File: src/rtl/button_pkg.sv
// button_pkg: shared state encoding and timing constants for the button conditioner
package button_pkg;
  typedef enum logic [1:0] {
    IDLE         = 2'd0,
    PRESS_WAIT   = 2'd1,
    PRESSED      = 2'd2,
    RELEASE_WAIT = 2'd3
  } btn_state_t;
  localparam int DEF_STABLE_CYCLES = 1_000_000;
  localparam int DEF_REPEAT_DELAY  = 50_000_000;
  localparam int DEF_REPEAT_PERIOD = 10_000_000;
  localparam int DEF_CNT_W         = 26;
  localparam int SIM_STABLE = 4;
  localparam int SIM_DELAY  = 10;
  localparam int SIM_PERIOD = 3;
endpackage

File: src/rtl/button_conditioner_repeat_timer.sv
// repeat_timer: auto-repeat interval timer, first interval DELAY then PERIOD
module repeat_timer
  import button_pkg::*;
#(
  parameter int REPEAT_EN = 1,
  parameter int DELAY     = DEF_REPEAT_DELAY,
  parameter int PERIOD    = DEF_REPEAT_PERIOD,
  parameter int CNT_W     = DEF_CNT_W
) (
  input  logic clk,
  input  logic rst,
  input  logic run,
  input  logic clear,
  output logic tick
);
  logic [CNT_W-1:0] hold_cnt;
  logic             first;
  logic             hit;
  assign hit = hold_cnt == (first ? CNT_W'(DELAY - 1) : CNT_W'(PERIOD - 1));
  // count held cycles; idle cycles park the counter at zero, clear arms the long first interval
  always_ff @(posedge clk) begin
    if (rst) begin
      hold_cnt <= '0;
      first    <= 1'b0;
      tick     <= 1'b0;
    end else begin
      tick     <= run && hit && (REPEAT_EN != 0);
      hold_cnt <= (!run || hit) ? '0 : hold_cnt + 1'b1;
      first    <= clear ? 1'b1 : (run && hit) ? 1'b0 : first;
    end
  end
endmodule

File: src/rtl/button_conditioner.sv
// button_conditioner: debounce a synchronized button and emit press/release/repeat pulses
module button_conditioner
  import button_pkg::*;
#(
  parameter int STABLE_CYCLES = DEF_STABLE_CYCLES,
  parameter int REPEAT_EN     = 1,
  parameter int REPEAT_DELAY  = DEF_REPEAT_DELAY,
  parameter int REPEAT_PERIOD = DEF_REPEAT_PERIOD,
  parameter int CNT_W         = DEF_CNT_W
) (
  input  logic clk,
  input  logic rst,
  input  logic sigi,
  output logic level,
  output logic press_pulse,
  output logic release_pulse,
  output logic repeat_pulse
);
  btn_state_t       state, state_n;
  logic [CNT_W-1:0] stab_cnt, stab_n;
  logic             level_n, press_n, release_n;
  logic             stab_done, run;
  assign stab_done = stab_cnt == CNT_W'(STABLE_CYCLES - 1);
  assign run       = (state == PRESSED) && sigi;
  // debounce next-state: a change is accepted after STABLE_CYCLES matching samples
  always_comb begin
    state_n   = state;
    stab_n    = stab_cnt;
    level_n   = level;
    press_n   = 1'b0;
    release_n = 1'b0;
    case (state)
      IDLE: if (sigi) begin
        state_n = PRESS_WAIT;
        stab_n  = CNT_W'(1);
      end
      PRESS_WAIT: if (!sigi) begin
        state_n = IDLE;
        stab_n  = '0;
      end else if (stab_done) begin
        state_n = PRESSED;
        stab_n  = '0;
        level_n = 1'b1;
        press_n = 1'b1;
      end else stab_n = stab_cnt + 1'b1;
      PRESSED: if (!sigi) begin
        state_n = RELEASE_WAIT;
        stab_n  = CNT_W'(1);
      end
      RELEASE_WAIT: if (sigi) begin
        state_n = PRESSED;
        stab_n  = '0;
      end else if (stab_done) begin
        state_n   = IDLE;
        stab_n    = '0;
        level_n   = 1'b0;
        release_n = 1'b1;
      end else stab_n = stab_cnt + 1'b1;
      default: state_n = IDLE;
    endcase
  end
  // state, counter and registered outputs
  always_ff @(posedge clk) begin
    if (rst) begin
      state         <= IDLE;
      stab_cnt      <= '0;
      level         <= 1'b0;
      press_pulse   <= 1'b0;
      release_pulse <= 1'b0;
    end else begin
      state         <= state_n;
      stab_cnt      <= stab_n;
      level         <= level_n;
      press_pulse   <= press_n;
      release_pulse <= release_n;
    end
  end
  repeat_timer #(
    .REPEAT_EN(REPEAT_EN),
    .DELAY    (REPEAT_DELAY),
    .PERIOD   (REPEAT_PERIOD),
    .CNT_W    (CNT_W)
  ) u_timer (
    .clk  (clk),
    .rst  (rst),
    .run  (run),
    .clear(press_n),
    .tick (repeat_pulse)
  );
endmodule

File: config.mk
export PLATFORM = sky130hd
export DESIGN_NAME = button_conditioner
export DESIGN_NICKNAME = d
export VERILOG_FILES = /design/src/rtl/button_pkg.sv /design/src/rtl/button_conditioner_repeat_timer.sv /design/src/rtl/button_conditioner.sv
export SDC_FILE = /design/constraint.sdc
export NUM_CORES = 1
export LEC_CHECK = 0
export ABC_AREA = 1
export CAP_MARGIN = 5
export CORE_ASPECT_RATIO = 1.4
export CORE_MARGIN = 3
export CORE_UTILIZATION = 30
export DETAILED_ROUTE_END_ITERATION = 12
export GPL_ROUTABILITY_DRIVEN = 0
export GPL_TIMING_DRIVEN = 0
export SLEW_MARGIN = 20
export SYNTH_ARGS = -nofsm -noshare
export SYNTH_HDL_FRONTEND = slang
export SYNTH_SLANG_ARGS = --single-unit
File: constraint.sdc
create_clock -name clk -period 1.9 [get_ports clk]
set_input_delay 0.57 -clock clk [delete_from_list [all_inputs] [get_ports clk]]
set_output_delay 0.57 -clock clk [all_outputs]
set_load 0.01 [all_outputs]
==> summary.txt, run 1 <==
Route
  – Via density: 4.687
  – Vias post-DR: 3398
  – Total wire length: roughly 9000 µm
  – Post-route ant nets: 0
  – Drt wl/cell: 12.38 µm
  – First-pass iteration count of the detailed router: 4
  – DR iter-0 viols: 150
  – DRC errors left: 0

Setup path
  – Required @ worst endpoint: about 2.2 ns
  – WS Path Type: primary input to register
  – Biggest cell delay along the critical path: 0.50 ns
  – CP top delay family: buffers and inverters
  – Most used cell along the critical path: nand2_1
  – Critical Path Slowest Stage Cell: clkdlybuf4s50_1
  – R2R Path End: u_timer.hold_cnt[21]$_SDFF_PP0_
  – Element type at the critical path end: register
  – Reg2reg setup slack: 0.14 ns
  – CP Cell Sequence: clkdlybuf4s50_1 -> inv_1 -> nand2_1 -> nand2_1 -> nor2_2 -> inv_2 -> nor2_4 -> buf_6 -> nand3_1 -> a21oi_1
  – Buf/Inv on CP: 4
  – CP arrival: 2.05 ns
  – Crit Path Max Fanout: 10
  – Worst r2r path cells: 9
  – Reg2Reg Launch Point: u_timer.hold_cnt[0]$_SDFF_PP0_
  – Setup crit start kind: primary input

Finish
  – Non-Filler Instances: between 700 and 800
  – Most common cell after layout, fill and taps aside: nand2_1
  – Post-route cell area: between 4000 and 5000 µm²
  – Fraction of layout cells with a size suffix above 1: 0.1256
  – Fillers: 1237
  – Synthesis-to-layout area growth: 16.70%
  – Antenna diodes: 0
  – Nets@finish: 581
  – Most frequent cells in the layout: 176 x nand2_1, 77 x nor2_1, 61 x inv_1

Logic synthesis
  – Avg Cell Area, Syn: 6.325 µm²
  – Synth area leaders: dfxtp_1 33%, nand2_1 19%, nor2_1 8.2%, inv_1 6.5%, nand3_1 4.4%
  – Seq cells post-synth: 59
  – Cells after Synth: 559
  – Net Count, Synth: 564
  – Post-synthesis cell type count: 33
  – YS warnings: 0
  – Seq/Total Area, Yosys: 0.3340
  – Post-Syn Area: 3536 µm²
  – Synth top area share: 0.3340
  – Post-synth top area cell: dfxtp_1

Clock network
  – Clock edge transition at the registers on the reported setup and hold paths: ~0.060 ns
  – CTS max path bufs: 2
  – H-tree levels: 3
  – Cts bufs inserted: 9
  – Postcts setup bufs: 0
  – Clock root buffer: clkbuf_16
  – Worst-Skew Late Latency: 0.33 ns
  – CTS sink cnt: 59
  – CTS tree: yes
  – Post-cts hold buffer count: 0

Floorplanning
  – Num rows: 46
  – Core area: 11400 µm²
  – Top Ports: 7
  – Die H: 134.5 µm
  – Die width: 97.76 µm
  – Initial Utilization: 0.3103
  – DIE AREA: ~13000 µm²

Hold path
  – Hold WC Path Type: register to register
  – Hold Path Cell Cnt: 2
  – Hold_sp: u_timer.hold_cnt[25]$_SDFF_PP0_
  – Hold Path End: u_timer.hold_cnt[25]$_SDFF_PP0_

Outcome
  – Outcome: complete, no violations

GRT
  – Vias in the first global route: about 3300
  – Overflow after GRT: 0
  – Largest net degree at the start of global routing: 12
  – Global-route wire length before repair: 14970 µm
  – Initial antenna violation count: 0
  – GRT Util Overall: 0.1419

Timing
  – Final setup fails: 0
  – Clock Skew: 0.006392 ns
  – Setup TNS Final: 0 ns
  – Fmax: 0.5563 GHz
  – Final period utilization: 0.9461
  – Smallest hold slack: 0.4585 ns
  – Final Hold Fails: 0
  – Fin crit period: between 1.5 and 2 ns
  – RSZ-0062 raised after global routing: yes
  – Slew margin rel.: 0.6634
  – Slew Limit Fails: 0
  – Worst Max-Slew Pin Slew: 0.5049 ns

Placed design
  – Port Buffers: 6
  – Cell Area, Placed: 3776 µm²
  – Dpl hpwl: 6854 µm
  – Number of cells after detailed placement: 709

Job
  – # Max-Cap Violations: 0

Power
  – Leakage power: 0.001334 µW
  – Max IR drop VDD: 0.3031 mV
  – Pwr/cell area: 741.8 nW/µm²
[what timing repair did]
| item | CTS | global route |
|---|---|---|
| gates resized for setup | 4 | 4 |
| endpoints found under the setup margin | 24 | 41 |
| pin swaps | 0 | 0 |
[report_power, final]
group	switching (µW)	internal (µW)
registers	4.75	1240
clock network	596	1150
logic	47.8	21.9
total	649	2410
[synthesized netlist by cell type, drive strengths merged]
master / n
or2: 2
o21a: 1
nor2: 100
o21ai: 18
nand3b: 4
clkbuf: 4
and2: 1
nand2: 179
inv: 65
o21bai: 1
nand3: 36
nor3: 21
buf: 6
xor2: 10
dfxtp: 59
a21oi: 37
clkinv: 1
ha: 2
xnor2: 3
nand4: 9
[logic make-up after synthesis]
kind of cell    synth area share
simple gates              0.4416
fa+ha+maj               0.007076
flops                     0.3340
buf+inv                  0.09554
xor+xnor                 0.03220
compound gates           0.08953
[how the worst max path moves through the flow]
| stage | start | end | depth (start not counted) |
|---|---|---|---|
| after floorplan | u_timer.hold_cnt[0]$_SDFF_PP0_ | u_timer.hold_cnt[0]$_SDFF_PP0_ | 9 |
| after global placement | sigi | stab_cnt[11]$_SDFFE_PP0P_ | 8 |
| after detailed placement | sigi | stab_cnt[24]$_SDFFE_PP0P_ | 8 |
| after CTS | u_timer.hold_cnt[0]$_SDFF_PP0_ | u_timer.hold_cnt[21]$_SDFF_PP0_ | 9 |
| after global routing | sigi | stab_cnt[8]$_SDFFE_PP0P_ | 10 |
| final | sigi | stab_cnt[25]$_SDFFE_PP0P_ | 10 |
[metrics by stage]
stage / setup WS, ns / util / power, µW
finish: 0.1024 / 0.3621 / 3061
floorplan: 0.3009 / - / 1314
detailed placement: -0.3385 / 0.3314 / 1340
global placement: -0.3130 / 0.3314 / 1339
CTS: 0.06991 / 0.3603 / 3101
global route: -0.04815 / 0.3621 / 3169
[final cells by class]
cell class	instances	area, µm²	share of cell area
buffer	10	93.84	0.02274
clock buffer	10	229.0	0.05549
clock inverter	6	90.09	0.02183
inverter	66	249.0	0.06034
multi-input combinational	424	2042	0.4948
sequential	59	1182	0.2865
tap	144	180.2	0.04366
timing repair buffer	6	60.06	0.01455
[worst min-delay path, stage by stage, from the launching register on]
cell     delay [ns]
dfxtp_1        0.31
nand2_1        0.06
a21oi_1        0.05
[registers in the layout (all words and copies together), names as in the netlist, named ones only]
| signal | flops |
|---|---|
| stab_cnt | 26 |
| u_timer.hold_cnt | 26 |
| level | 1 |
| press_pulse | 1 |
| release_pulse | 1 |
| state | 1 |
| u_timer.first | 1 |
| u_timer.tick | 1 |
[per-layer routing]
metal / routed length (µm) / vias to the layer above / GRT usage / share of wire
met3: 208 / 18 / 0.02326 / 0.023
met4: 249 / 0 / 0.07390 / 0.028
met5: 0 / - / 0 / 0
li1: - / 1797 / - / -
met2: 4834 / 51 / 0.2666 / 0.54
met1: 3681 / 1532 / 0.1508 / 0.41
Note: power is estimated with default switching activity, not from simulation.
==> run 2: changes to the inputs <==
--- a/config.mk
+++ b/config.mk
@@ -7,12 +7,13 @@
 export LEC_CHECK = 0
 export ABC_AREA = 1
 export CAP_MARGIN = 5
-export CORE_ASPECT_RATIO = 1.4
+export CORE_ASPECT_RATIO = 0.5
 export CORE_MARGIN = 3
 export CORE_UTILIZATION = 30
 export DETAILED_ROUTE_END_ITERATION = 12
 export GPL_ROUTABILITY_DRIVEN = 0
 export GPL_TIMING_DRIVEN = 0
+export SKIP_CTS_REPAIR_TIMING = 1
 export SLEW_MARGIN = 20
 export SYNTH_ARGS = -nofsm -noshare
 export SYNTH_HDL_FRONTEND = slang
==> run 2 against run 1 <==
Die area rose by 0.46%; sequential power barely moved; combinational power rose by 15%; critical endpoint is now level; clock-buffer cell count rose by 2; first-iteration DRC count rose by 81%; utilization rose by 1.2 points; critical path type is now register to primary output; clock power fell by 3%.
==> summary.txt, run 2 (synthesized netlist as in run 1, its figures left out) <==
GRT
  – Global-route wire length before repair: 15460 µm (+3.2%)
  – Overflow after GRT: 0 (unchanged)
  – Largest net degree at the start of global routing: 11 (-1)
  – Vias in the first global route: 3201 (-1.6%)
  – GRT Util Overall: 0.1488 (+0.006922)
  – Initial antenna violation count: 0 (unchanged)

Finish
  – Nets@finish: 584 (+0.52%)
  – Fraction of layout cells with a size suffix above 1: 0.1336 (+0.007916)
  – Top Registers: stab_cnt (26), u_timer.hold_cnt (26)
  – Post-route cell area: 4204 µm² (+1.9%)
  – Antenna diodes: 0 (unchanged)
  – Most common cell after layout, fill and taps aside: nand2_1
  – Most frequent cells in the layout: 176 x nand2_1, 76 x nor2_1, 61 x inv_1
  – Synthesis-to-layout area growth: 18.90%
  – Non-Filler Instances: 743 (+2.5%)

Setup path
  – Setup crit start kind: register
  – Buf/Inv on CP: 1 (-3)
  – Biggest cell delay along the critical path: 0.54 ns (+0.04 ns)
  – WS Path Type: register to primary output
  – Required @ worst endpoint: 1.33 ns (-0.82 ns)
  – CP Cell Sequence: clkdlybuf4s50_1
  – Element type at the critical path end: primary output
  – Crit Path Max Fanout: 2 (-8)
  – CP arrival: 1.21 ns (-0.84 ns)
  – Critical Path Slowest Stage Cell: clkdlybuf4s50_1
  – CP top delay family: buffers and inverters

Route
  – Met3 wire length: 407 µm (+96%)
  – M1 WL: 4483 µm (+22%)
  – DR iter-0 viols: 272 (+81%)
  – Top sig layer: met4
  – Vias post-DR: 3393 (-0.15%)
  – Metal2 WL: 4124 µm (-15%)
  – Drt wl/cell: 12.30 µm (-0.64%)
  – DRC errors left: 0 (unchanged)
  – Post-route ant nets: 0 (unchanged)
  – Via density: 4.567 (-2.6%)
  – First-pass iteration count of the detailed router: 4 (unchanged)
  – Total wire length: 9137 µm (+1.8%)

Timing
  – Fmax: 0.5617 GHz (+0.98%)
  – Final period utilization: 0.9370 (-0.009149)
  – RSZ-0062 raised after global routing: no
  – Clock Skew: 0.005725 ns (-0.0006672 ns)
  – Fin crit period: 1.780 ns (-0.01738 ns)
  – Final setup fails: 0 (unchanged)
  – Worst Max-Slew Pin Slew: 0.5825 ns (+0.07759 ns)
  – Slew margin rel.: 0.6117 (-0.05173)
  – Slew Limit Fails: 0 (unchanged)
  – Final Hold Fails: 0 (unchanged)
  – Smallest hold slack: 0.4716 ns (+0.01306 ns)

Placed design
  – Number of cells after detailed placement: 724 (+2.1%)
  – Dpl hpwl: 6547 µm (-4.5%)
  – Port Buffers: 6 (unchanged)
  – Cell Area, Placed: 3795 µm² (+0.50%)

Floorplanning
  – Num rows: 27 (-41%)
  – Initial Utilization: 0.3143 (+0.004038)
  – Core area: 11250 µm² (-1.3%)
  – Die H: 82.77 µm (-38%)
  – Top Ports: 7 (unchanged)
  – Die width: 159.5 µm (+63%)
  – DIE AREA: 13200 µm² (+0.46%)

Outcome
  – Outcome: complete, no violations

Power
  – Tot Pwr: 3023 µW (-1.3%)
  – Leakage power: 0.001371 µW (+2.8%)
  – Max IR drop VDD: 0.4730 mV (+56%)
  – Pwr/cell area: 719.0 nW/µm² (-3.1%)

Clock network
  – Clock root buffer: clkbuf_16
  – Clock edge transition at the registers on the reported setup and hold paths: 0.05 ns (about the same)
  – Cts bufs inserted: 9 (unchanged)
  – CTS sink cnt: 59 (unchanged)
  – Worst-Skew Late Latency: 0.33 ns (about the same)
  – CTS max path bufs: 2 (unchanged)
  – H-tree levels: 3 (unchanged)
  – CTS tree: yes

Job
  – # Max-Cap Violations: 0 (unchanged)

Hold path
  – Hold WC Path Type: register to register
run 2: cell types whose count changed in the layout (fill, tap and decap cells not counted), sizes merged:
cell           change
clkdlybuf4s50      -1
clkinv             -2
inv                +1
buf                +3
bufinv             -1
dlymetal6s2s       +1
clkbuf             +2
run 2: layout make-up:
cell class	count	area, µm²
repair buffers	9	106.4
clock buffers	12	266.5
flip-flops and latches	59	1182
fillers	1193	7046
multi-input cells	424	2054
plain buffers	10	97.59
clock inverters	4	47.55
inverters	66	250.2
well taps	159	198.9
run 2: power breakdown:
| group | leakage (µW) | internal [µW] | switching (µW) |
|---|---|---|---|
| sequential | 0.000476 | 1240 | 5.20 |
| combinational | 0.000740 | 27.9 | 52.3 |
| clock | 0.000155 | 1120 | 580 |
| total | 0.00137 | 2390 | 637 |
run 2: worst paths after layout:
check                                  start                               to  slack (ns)  depth (start not counted)
max                       level$_SDFFE_PP0P_                            level        0.12                          1
min          u_timer.hold_cnt[25]$_SDFF_PP0_  u_timer.hold_cnt[25]$_SDFF_PP0_        0.47                          2
max reg2reg         stab_cnt[0]$_SDFFE_PP0P_        stab_cnt[12]$_SDFFE_PP0P_        0.16                          9
min reg2reg  u_timer.hold_cnt[25]$_SDFF_PP0_  u_timer.hold_cnt[25]$_SDFF_PP0_        0.47                          2
run 2: routing by layer:
| metal | vias up | global-route usage |
|---|---|---|
| met5 | - | 0 |
| met4 | 0 | 0.05415 |
| met1 | 1521 | 0.1855 |
| met3 | 10 | 0.04036 |
| met2 | 58 | 0.2519 |
| li1 | 1804 | - |
run 2: metrics by stage:
step                setup slack [ns]  utilization  setup TNS [ns]
floorplan                     0.3009            -               0
global placement             -0.3855       0.3373          -9.859
detailed placement           -0.4089       0.3373          -10.36
CTS                          -0.1134       0.3653          -2.731
global route                 0.03136       0.3737               0
finish                        0.1197       0.3737               0
